**src/rtl/deaggregator_var.sv**
```systemverilog
// rtl/deaggregator_var.sv - splits packed multi-element words into one element per cycle
//
// Purpose : accepts a packed word of up to FETCH_WIDTH elements plus a valid
//           count and order flag, then emits the valid elements one at a time.
//           The next word is popped on the same cycle as the last element of
//           the current word, so streaming has no bubbles at word boundaries.
// Ports   : clk, rst_n (async, active-low)
//           sender_data/sender_count/sender_reverse/sender_empty_n -> sender_deq
//           receiver_data/receiver_enq <- receiver_full_n
//           receiver_last (only with DEAGG_LAST_EN), busy
// Macro   : DEAGG_LAST_EN adds receiver_last, which marks the final element of each word.
module deaggregator_var #(
    parameter int DATA_WIDTH  = 9,
    parameter int FETCH_WIDTH = 5,
    parameter int CNT_WIDTH   = 3
) (
    input  logic                              clk,
    input  logic                              rst_n,
    input  logic [FETCH_WIDTH*DATA_WIDTH-1:0] sender_data,
    input  logic [CNT_WIDTH-1:0]              sender_count,
    input  logic                              sender_reverse,
    input  logic                              sender_empty_n,
    output logic                              sender_deq,
    output logic [DATA_WIDTH-1:0]             receiver_data,
    input  logic                              receiver_full_n,
    output logic                              receiver_enq,
`ifdef DEAGG_LAST_EN
    output logic                              receiver_last,
`endif
    output logic                              busy
);

    typedef enum logic {IDLE, DRAIN} state_t;

    state_t                          state_q, state_d;
    logic [FETCH_WIDTH*DATA_WIDTH-1:0] buf_q, buf_d;
    logic [CNT_WIDTH-1:0]            cnt_q, cnt_d;
    logic                            rev_q, rev_d;
    logic [CNT_WIDTH-1:0]            idx_q, idx_d;

    logic [CNT_WIDTH-1:0]            count_clamped;
    logic [CNT_WIDTH-1:0]            sel;
    logic                            in_drain;
    logic                            is_last;

    always_comb begin
        count_clamped = (sender_count > CNT_WIDTH'(FETCH_WIDTH)) ? CNT_WIDTH'(FETCH_WIDTH)
                                                                 : sender_count;
        in_drain = (state_q == DRAIN);
        is_last  = (idx_q == cnt_q - CNT_WIDTH'(1));

        // Handshakes are gated by rst_n so nothing is pushed or popped while
        // reset is held, even though they are combinational.
        receiver_enq = rst_n & in_drain & receiver_full_n;
        sender_deq   = rst_n & sender_empty_n & (~in_drain | (receiver_enq & is_last));

        // Reverse order reads element cnt-1-idx; IDLE always shows element 0.
        if (!in_drain)  sel = '0;
        else if (rev_q) sel = cnt_q - CNT_WIDTH'(1) - idx_q;
        else            sel = idx_q;

        receiver_data = buf_q[DATA_WIDTH-1:0];
        for (int i = 0; i < FETCH_WIDTH; i++) begin
            if (sel == CNT_WIDTH'(i)) receiver_data = buf_q[i*DATA_WIDTH +: DATA_WIDTH];
        end

        state_d = state_q;
        buf_d   = buf_q;
        cnt_d   = cnt_q;
        rev_d   = rev_q;
        idx_d   = idx_q;
        if (sender_deq) begin
            // Zero-count words are popped and dropped without leaving IDLE.
            buf_d   = sender_data;
            cnt_d   = count_clamped;
            rev_d   = sender_reverse;
            idx_d   = '0;
            state_d = (count_clamped != '0) ? DRAIN : IDLE;
        end else if (receiver_enq) begin
            if (is_last) state_d = IDLE;
            else         idx_d   = idx_q + CNT_WIDTH'(1);
        end
    end

    always_ff @(posedge clk or negedge rst_n) begin
        if (!rst_n) begin
            state_q <= IDLE;
            buf_q   <= '0;
            cnt_q   <= '0;
            rev_q   <= 1'b0;
            idx_q   <= '0;
        end else begin
            state_q <= state_d;
            buf_q   <= buf_d;
            cnt_q   <= cnt_d;
            rev_q   <= rev_d;
            idx_q   <= idx_d;
        end
    end

    assign busy = in_drain;

`ifdef DEAGG_LAST_EN
    assign receiver_last = receiver_enq & is_last;
`endif

endmodule

```
**config.mk**
```make
export PLATFORM = sky130hd
export DESIGN_NAME = deaggregator_var
export DESIGN_NICKNAME = d
export VERILOG_FILES = /design/src/rtl/deaggregator_var.sv
export SDC_FILE = /design/constraint.sdc
export NUM_CORES = 1
export LEC_CHECK = 0
export BUFFER_PORTS_ARGS = -buffer_cell sky130_fd_sc_hd__buf_2
export CAP_MARGIN = 20
export CORE_ASPECT_RATIO = 1.25
export CORE_MARGIN = 3
export CORE_UTILIZATION = 49
export CTS_CLUSTER_DIAMETER = 40
export DETAILED_ROUTE_END_ITERATION = 8
export PLACE_DENSITY_LB_ADDON = 0.25
export REMOVE_ABC_BUFFERS = 1
export SLEW_MARGIN = 20
export SYNTH_ARGS = -nofsm -noshare
export SYNTH_HDL_FRONTEND = slang
export SYNTH_SLANG_ARGS = --single-unit
```
**constraint.sdc**
```tcl
create_clock -name clk -period 2.86 [get_ports clk]
set_input_delay 0.429 -clock clk [delete_from_list [all_inputs] [get_ports clk]]
set_output_delay 0.429 -clock clk [all_outputs]
set_load 0.05 [all_outputs]
```
==> results.py, run 1 <==
metrics = {
    "status": {
        "status": "complete, but fails checks",
        "violations": "setup timing",
    },
    "synth": {
        "yosysUniqueCellTypes": 38,
        "synth_seq_cells": 53,
        "synth_area_um2": 2810,
        "post_synth.cell_area_avg_um2": 11.0,
        "synth-xor-area-share": 0.0227,
        "yosysWarningCount": 0,
        "synth_top_family_by_area": "multiplexers",
        "muxShareOfSynthArea": 0.185,
        "synthCells": 254,
        "yosys.area_share.adder": 0.0250,
        "yosys.area_share.simple": 0.0999,
        "synth_compound_area_frac": 0.140,
        "yosysSeqAreaShare": 0.473,
    },
    "setup_path": {
        "rr_worst_depth": 8,
        "crit_chain": "buf_6, ha_4, fa_2, xor3_1, a21oi_2, buf_4, nand4b_1, buf_4, o22ai_2, o22ai_1, buf_4",
        "cp_common_cell": "buf_4",
        "critical-path-max-stage-delay_ns": 0.41,
        "r2r-start": "cnt_q[0]",
        "slowest_stage": "dfrtp_1",
        "critPathKind": "reg -> out",
        "arrival_ns": 2.77,
        "timing.rr.end": "buf_q[10]",
        "startpoint_type": "register",
        "critical_path.top_delay_family": "buffers and inverters",
        "ff2ff_setup_slack_ns": 0.62,
        "worst-path-buf-inv": 4,
        "cp_max_fo": 3,
        "endpoint_kind": "output port",
        "cp.required_ns": 2.43,
    },
    "die": {
        "die_h_um": 90.6,
        "ios": 65,
        "rows": 30,
        "coreArea_um2": 5480,
        "die_area_um2": 6680,
        "die_w_um": 73.7,
        "start_util": 0.512,
    },
    "global_routing": {
        "use_met2": 0.351,
        "grt_max_degree": 39,
        "grt-ovfl-total": 0,
        "use_met3": 0.0401,
        "grtUsageMet1": 0.256,
        "grt_pass1_vias": 2361,
        "busiest_layer": "met2",
        "grtUsageTotal": 0.205,
        "grt_first_pass_wirelength_um": 10900,
        "antenna_found_initial": 0,
    },
    "clock_network": {
        "tritoncts": "done",
        "cts.sinks": 53,
        "clk_pin_slew_ns": 0.09,
        "cts_buffer_depth": 2,
        "clk_latency_ns": 0.30,
        "cts_setup_buffers": 0,
        "htree_levels": 2,
        "root_buffer": "clkbuf_8",
        "cts-buffers-inserted": 5,
    },
    "drt": {
        "vias_per_cell": 5.74,
        "post-route-drc-count": 0,
        "drt-wirelength-per-cell_um": 16.6,
        "ant_nets": 0,
        "initialDrtViolationCount": 97,
        "firstDrtPassIters": 4,
        "routed_wl_um": 6490,
        "via_count": 2251,
    },
    "sta": {
        "rsz0062_at_grt": "yes",
        "worst_pin_slew_ns": 0.520,
        "slew_viol_final": 0,
        "fmax_ghz": 0.313,
        "skew_ns": 0.00620,
        "fin_tns_setup_ns": -2.85,
        "maxSlewHeadroom": 0.653,
        "period_minus_slack_ns": 3.20,
        "finalHoldViolCount": 0,
        "worst_slack_ns": -0.339,
        "fin_crit_sh": 1.12,
        "setup_viol": 9,
    },
    "final_layout": {
        "n_fill_cell": 455,
        "multi_input_area_um2": 1480,
        "diodes": 0,
        "final_nets": 385,
        "final_common_cell": "buf_2",
        "layout_common_cells": "55 x buf_2, 53 x dfrtp_1, 35 x mux2_2",
        "syn2layout_area_growth_pct": 26.3,
        "seqCellArea_um2": 1330,
        "drive_gt1_frac": 0.473,
    },
    "min_path": {
        "hold_path.class": "in -> async",
    },
    "placement": {
        "dp_hpwl_um": 4600,
        "io_buffer_count": 64,
        "place.gp.congestion": 0.789,
    },
    "job": {
        "maxCapViolCount": 0,
    },
}
## cell families after synthesis
kind of cell,Yosys count
buffers and inverters,35
AND/OR/NAND/NOR,53
multiplexers,47
XOR/XNOR,4
AO/OA/AOI/OAI,57
adder cells (fa/ha/maj),5
flip-flops,53
## timing repair
item | CTS | global route
pin swaps | 21 | 1
resized for setup | 31 | 11
setup endpoints to repair | 9 | 9
hold buffers | 0 | 0
## cell type report
cell class | instances | share of cell area
Timing Repair Buffer | 85 | 0.145
Inverter | 16 | 0.0169
Clock buffer | 6 | 0.0205
Multi-Input combinational cell | 166 | 0.418
Sequential cell | 53 | 0.374
Tap cell | 64 | 0.0226
Clock inverter | 2 | 0.00282
## synthesized netlist by cell type
cell,n,area share
o22a_1,9,0.028
ha_1,4,0.018
nor2_1,5,0.0067
xor3_1,1,0.0085
a41oi_1,1,0.0031
and2_1,1,0.0022
buf_4,3,0.0080
buf_6,1,0.0040
mux2_1,3,0.012
or3_1,1,0.0022
o21ai_0,12,0.021
nand2_1,15,0.020
nor2b_1,1,0.0022
o32a_1,1,0.0036
xnor3_1,1,0.0080
nand3_1,5,0.0089
a211o_1,1,0.0031
dfrtp_1,53,0.47
nor2_2,1,0.0022
nand3b_1,1,0.0027
a21oi_1,4,0.0071
nand2b_1,1,0.0022
nand4_1,18,0.040
o2bb2ai_1,1,0.0031
o22ai_1,19,0.042
buf_2,4,0.0071
buf_1,1,0.0013
fa_1,1,0.0071
inv_1,16,0.021
a221oi_1,9,0.028
mux2i_1,9,0.032
and3_1,1,0.0022
xnor2_1,1,0.0031
xor2_1,1,0.0031
clkbuf_1,10,0.013
nand4b_1,2,0.0062
mux2_2,35,0.14
nor3_1,1,0.0018
## worst reg2reg max path, stage by stage (launching register included)
cell and delay, ns:
dfrtp_1 0.39, inv_2 0.06, ha_4 0.26, inv_1 0.04, ha_1 0.28, a41oi_1 0.17, nor2_4 0.15, buf_4 0.37
mux2_2 0.40
## metal layers
metal	vias to the layer above	wire length (um)
met3	6	315
met1	1098	2740
li1	1091	-
met4	0	55
met5	-	0
met2	56	3380
## flip-flops by register name, summed over array words and instances, names as in the netlist
signal  cells
idx_q       3
busy        1
buf_q      45
rev_q       1
cnt_q       3
## worst max-delay path by stage
stage	start	endpoint	slack [ns]	cells after the start
2_1_floorplan	cnt_q[0]	buf_q[0]	-0.63	7
4_1_cts	cnt_q[0]	receiver_data[0]	-0.44	11
6_report	cnt_q[0]	receiver_data[0]	-0.34	11
3_5_place_dp	cnt_q[0]	receiver_data[6]	-0.21	9
5_1_grt	cnt_q[0]	receiver_data[0]	-0.43	11
3_3_place_gp	cnt_q[0]	receiver_data[5]	-0.12	11
## stage by stage
step / hold WS, ns / util / instance area [um2] / worst slack [ns] / cells
final: 0.0426 / 0.647 / 3550 / -0.339 / 392
after global routing: 0.0658 / 0.647 / 3550 / -0.434 / 392
after CTS: 0.0555 / 0.637 / 3490 / -0.435 / 392
after detailed placement: 0.381 / 0.597 / 3270 / -0.211 / 384
after global placement: 0.379 / 0.597 / 3270 / -0.124 / 384
after floorplan: 0.133 / - / 2710 / -0.627 / 235
Power of run 1 is not shown: default switching activity piles up to over one toggle a cycle in this logic, so the estimate is an artifact.
==> run 2, diff against run 1 <==
==> constraint.sdc (replaced) <==
create_clock -name clk -period 2.86 [get_ports clk]
set_input_delay 0.572 -clock clk [delete_from_list [all_inputs] [get_ports clk]]
set_output_delay 0.572 -clock clk [all_outputs]
set_load 0.05 [all_outputs]
==> results.py, run 2 (same netlist as run 1, synthesis figures left out) <==
metrics = {
    "status": {
        "status": "complete, but fails checks",
        "violations": "setup timing",
    },
    "final_layout": {
        "final_nets": 388,
        "fin_cells": 395,
        "drive_gt1_frac": 0.468,
        "top_regs": "buf_q (45), cnt_q (3), idx_q (3)",
        "syn2layout_area_growth_pct": 30.0,
        "utilization": 0.666,
        "final_common_cell": "buf_2",
        "n_fill_cell": 422,
        "layout_common_cells": "55 x buf_2, 53 x dfrtp_1, 35 x mux2_2",
        "largest-register": "buf_q",
        "diodes": 0,
        "largest_reg_flops": 45,
    },
    "die": {
        "ios": 65,
        "coreArea_um2": 5480,
        "rows": 30,
        "die_h_um": 90.6,
        "start_util": 0.512,
        "die_w_um": 73.7,
        "die_area_um2": 6680,
    },
    "sta": {
        "fin_crit_sh": 1.15,
        "setup_viol": 9,
        "period_minus_slack_ns": 3.29,
        "fmax_ghz": 0.304,
        "skew_ns": 0.00848,
        "finalHoldViolCount": 0,
        "slew_viol_final": 0,
        "worst_slack_ns": -0.428,
        "whs_ns": 0.260,
        "rsz0062_at_grt": "yes",
        "maxSlewHeadroom": 0.717,
        "worst_pin_slew_ns": 0.425,
    },
    "clock_network": {
        "clk_pin_slew_ns": 0.10,
        "ctsHoldBuffers": 0,
        "root_buffer": "clkbuf_8",
        "cts_buffer_depth": 2,
        "tritoncts": "done",
        "htree_levels": 2,
        "cts.sinks": 53,
        "clk_latency_ns": 0.31,
        "cts-buffers-inserted": 5,
    },
    "setup_path": {
        "startpoint": "cnt_q[0]",
        "cp_max_fo": 9,
        "arrival_ns": 2.72,
        "crit_chain": "inv_2, ha_4, fa_2, xor3_2, a21oi_2, buf_4, nor2b_4, buf_6, a221oi_1, o22ai_1, buf_4",
        "critPathKind": "reg -> out",
        "timing.rr.end": "buf_q[24]",
        "endpoint_kind": "output port",
        "cp-endpoint": "receiver_data[3]",
        "startpoint_type": "register",
        "cp_common_cell": "buf_4",
        "cp.required_ns": 2.29,
        "critical-path-max-stage-delay_ns": 0.40,
        "r2r-start": "cnt_q[0]",
        "slowest_stage": "dfrtp_1",
        "ff2ff_setup_slack_ns": 0.59,
        "rr_worst_depth": 8,
    },
    "drt": {
        "via_count": 2335,
        "routed_wl_um": 6690,
        "ant_nets": 0,
        "dr_wl_met2_um": 3450,
        "wl_met3_um": 366,
        "drt-wirelength-per-cell_um": 16.9,
        "firstDrtPassIters": 4,
        "vias_per_cell": 5.91,
        "highest_layer": "met4",
        "initialDrtViolationCount": 96,
        "wl_met1_um": 2750,
        "post-route-drc-count": 0,
    },
    "placement": {
        "dp.cells": 385,
        "place.gp.congestion": 0.820,
        "dp_hpwl_um": 4410,
        "place_ws_ns": -0.269,
        "io_buffer_count": 64,
    },
    "job": {
        "maxCapViolCount": 0,
    },
    "global_routing": {
        "grt-ovfl-total": 0,
        "grtUsageTotal": 0.202,
        "grt_pass1_vias": 2288,
        "antenna_found_initial": 0,
        "grt_first_pass_wirelength_um": 10700,
        "grt_max_degree": 36,
    },
    "min_path": {
        "hold_path.class": "in -> async",
    },
}
run 2: cell types whose count changed in the layout (fill, tap and decap cells not counted), sizes merged:
cell / before / now
a211o: 1 / 2
buf: 85 / 87
bufinv: 0 / 1
clkbuf: 6 / 7
clkinv: 2 / 0
run 2: layout make-up:
| type | count | area [um2] | share of cell area |
|---|---|---|---|
| clock inverter | 1 | 30.0 | 0.00823 |
| timing repair buffer | 87 | 538 | 0.147 |
| tap | 64 | 80.1 | 0.0219 |
| sequential | 53 | 1330 | 0.364 |
| inverter | 16 | 60.1 | 0.0165 |
| clock buffer | 7 | 86.3 | 0.0237 |
| multi-input combinational | 167 | 1530 | 0.419 |
run 2: critical path, delay by kind of cell (launching register included):
kind            cells  cell delay [ns]
buf+inv             4             0.57
compound gates      3             0.57
fa+ha+maj           2             0.55
flops               1             0.40
xor+xnor            1             0.27
simple gates        1             0.05
run 2: worst min-delay path by stage:
stage,to,cells past startpoint
final,busy,2
after global placement,buf_q[34],1
after detailed placement,buf_q[34],1
after CTS,busy,2
after floorplan,buf_q[0],0
after global routing,busy,2
run 2: per-layer routing:
metal  track usage  vias to the layer above
met2         0.328                       74
met4        0.0695                        0
li1              -                     1110
met5             0                        -
met3        0.0379                       10
met1         0.267                     1141
run 2: repair_timing:
| item | CTS | global route |
|---|---|---|
| resized for setup | 33 | 16 |
| endpoints found under the setup margin | 9 | 9 |
| buffers inserted | 0 | 1 |
| gates cloned | 1 | 0 |
| pin swaps | 4 | 5 |
run 2: through the flow:
step           cell area (um2)  setup TNS (ns)
6_report                  3650           -3.58
3_5_place_dp              3280           -2.28
5_1_grt                   3650           -4.49
4_1_cts                   3550           -3.47
3_3_place_gp              3280           -1.99
2_1_floorplan             2710          -36.50
Power of run 2 is left out for the same reason.
==> run 3, diff against run 2 <==
Settings changed: CORE_UTILIZATION 49 to 55, GPL_ROUTABILITY_DRIVEN set to 0.
Clock period 2.86 ns to 3.84 ns, I/O delays scaled along.
==> results.py, run 3 (same netlist as run 1, synthesis figures left out) <==
metrics = {
    "sta": {
        "setup_viol": 0,
        "worst_pin_slew_ns": 0.433,
        "fmax_ghz": 0.268,
        "skew_ns": 0.00866,
        "slew_viol_final": 0,
        "period_minus_slack_ns": 3.73,
        "finalHoldViolCount": 0,
        "maxSlewHeadroom": 0.711,
        "fin_crit_sh": 0.970,
    },
    "setup_path": {
        "cp_max_fo": 19,
        "arrival_ns": 2.96,
        "critPathKind": "reg -> out",
        "cp.required_ns": 3.07,
        "endpoint_kind": "output port",
        "crit_chain": "inv_1, ha_1, fa_1, nand3_1, buf_4, a211o_2, o22ai_1, buf_4",
        "worst-path-buf-inv": 3,
        "critical-path-max-stage-delay_ns": 0.59,
        "startpoint_type": "register",
        "cp_common_cell": "buf_4",
        "slowest_stage": "fa_1",
        "critical_path.top_delay_family": "adder cells",
    },
    "drt": {
        "vias_per_cell": 5.95,
        "firstDrtPassIters": 4,
        "drt-wirelength-per-cell_um": 16.2,
        "post-route-drc-count": 0,
        "initialDrtViolationCount": 119,
        "ant_nets": 0,
        "via_count": 2239,
        "routed_wl_um": 6080,
    },
    "die": {
        "die_h_um": 85.9,
        "ios": 65,
        "die_area_um2": 6000,
        "start_util": 0.580,
        "rows": 28,
        "coreArea_um2": 4830,
        "die_w_um": 69.9,
    },
    "final_layout": {
        "drive_gt1_frac": 0.386,
        "final_common_cell": "buf_2",
        "diodes": 0,
        "syn2layout_area_growth_pct": 17.9,
        "top_regs": "buf_q (45), cnt_q (3), idx_q (3)",
        "layout_common_cells": "61 x buf_2, 53 x dfrtp_1, 35 x mux2_2",
        "utilization": 0.684,
        "final_nets": 373,
        "largest-register": "buf_q",
        "largest_reg_flops": 45,
    },
    "clock_network": {
        "cts_buffer_depth": 2,
        "cts_setup_buffers": 0,
        "cts.sinks": 53,
        "htree_levels": 2,
        "cts-buffers-inserted": 5,
        "root_buffer": "clkbuf_8",
        "tritoncts": "done",
        "clk_latency_ns": 0.30,
        "clk_pin_slew_ns": 0.09,
    },
    "global_routing": {
        "grt_first_pass_wirelength_um": 10300,
        "grt_pass1_vias": 2225,
        "grt_max_degree": 36,
        "grtUsageMet1": 0.281,
        "grt-ovfl-total": 0,
        "antenna_found_initial": 0,
        "busiest_layer": "met2",
        "grtUsageTotal": 0.215,
        "use_met3": 0.0410,
        "use_met2": 0.351,
    },
    "placement": {
        "dp_hpwl_um": 4330,
        "io_buffer_count": 64,
    },
    "status": {
        "status": "completed",
    },
    "min_path": {
        "hold_path.class": "in -> async",
    },
    "job": {
        "maxCapViolCount": 0,
    },
}
[run 3: worst paths after layout]
path | startpoint | to | slack, ns | cells past startpoint
worst max-delay path | cnt_q[0] | receiver_data[3] | 0.11 | 8
worst min-delay path | rst_n | cnt_q[1] | 0.47 | 2
worst max register to register | cnt_q[0] | buf_q[5] | 1.57 | 8
worst min register to register | buf_q[34] | buf_q[34] | 0.51 | 1
max in group asynchronous | rst_n | buf_q[18] | 3.06 | 2
min in group clk | buf_q[34] | buf_q[34] | 0.51 | 1
[run 3: layout make-up]
class / instances / area [um2]
fillers: 397 / 1530
multi-input cells: 166 / 1350
flip-flops and latches: 53 / 1330
repair buffers: 73 / 395
clock buffers: 7 / 96.3
well taps: 60 / 75.1
inverters: 16 / 60.1
clock inverters: 1 / 5.00
[run 3: metal layers]
metal	vias up	wire length (um)	share of wire
li1	1072	-	-
met1	1083	2560	0.42
met2	67	3040	0.50
met3	17	303	0.050
met4	0	180	0.030
met5	-	0	0
[run 3: through the flow]
stage / hold slack, ns / instances / cell area [um2] / TNS, ns / setup slack, ns
6_report: 0.473 / 376 / 3310 / 0 / 0.114
3_5_place_dp: 0.487 / 368 / 3180 / 0 / 0.423
5_1_grt: 0.499 / 376 / 3310 / -0.00472 / -0.00264
4_1_cts: 0.488 / 376 / 3280 / 0 / 0.0494
2_1_floorplan: 0.459 / 235 / 2710 / 0 / 0.0713
3_3_place_gp: 0.475 / 368 / 3180 / 0 / 0.485
[run 3: repair_timing]
item | 4_1_cts | 5_1_grt
resized for setup | 0 | 11
endpoints found under the hold margin | 0 | 0
setup endpoints to repair | 0 | 9
hold buffers | 0 | 0
[run 3: worst register-to-register path, cell delays in order, from the launching register on]
cell and delay, ns:
dfrtp_1 0.38, inv_1 0.06, ha_1 0.32, inv_1 0.06
ha_1 0.28, a41oi_1 0.17, nor2_4 0.13, buf_4 0.35
mux2_2 0.40
Power of run 3 is left out for the same reason.
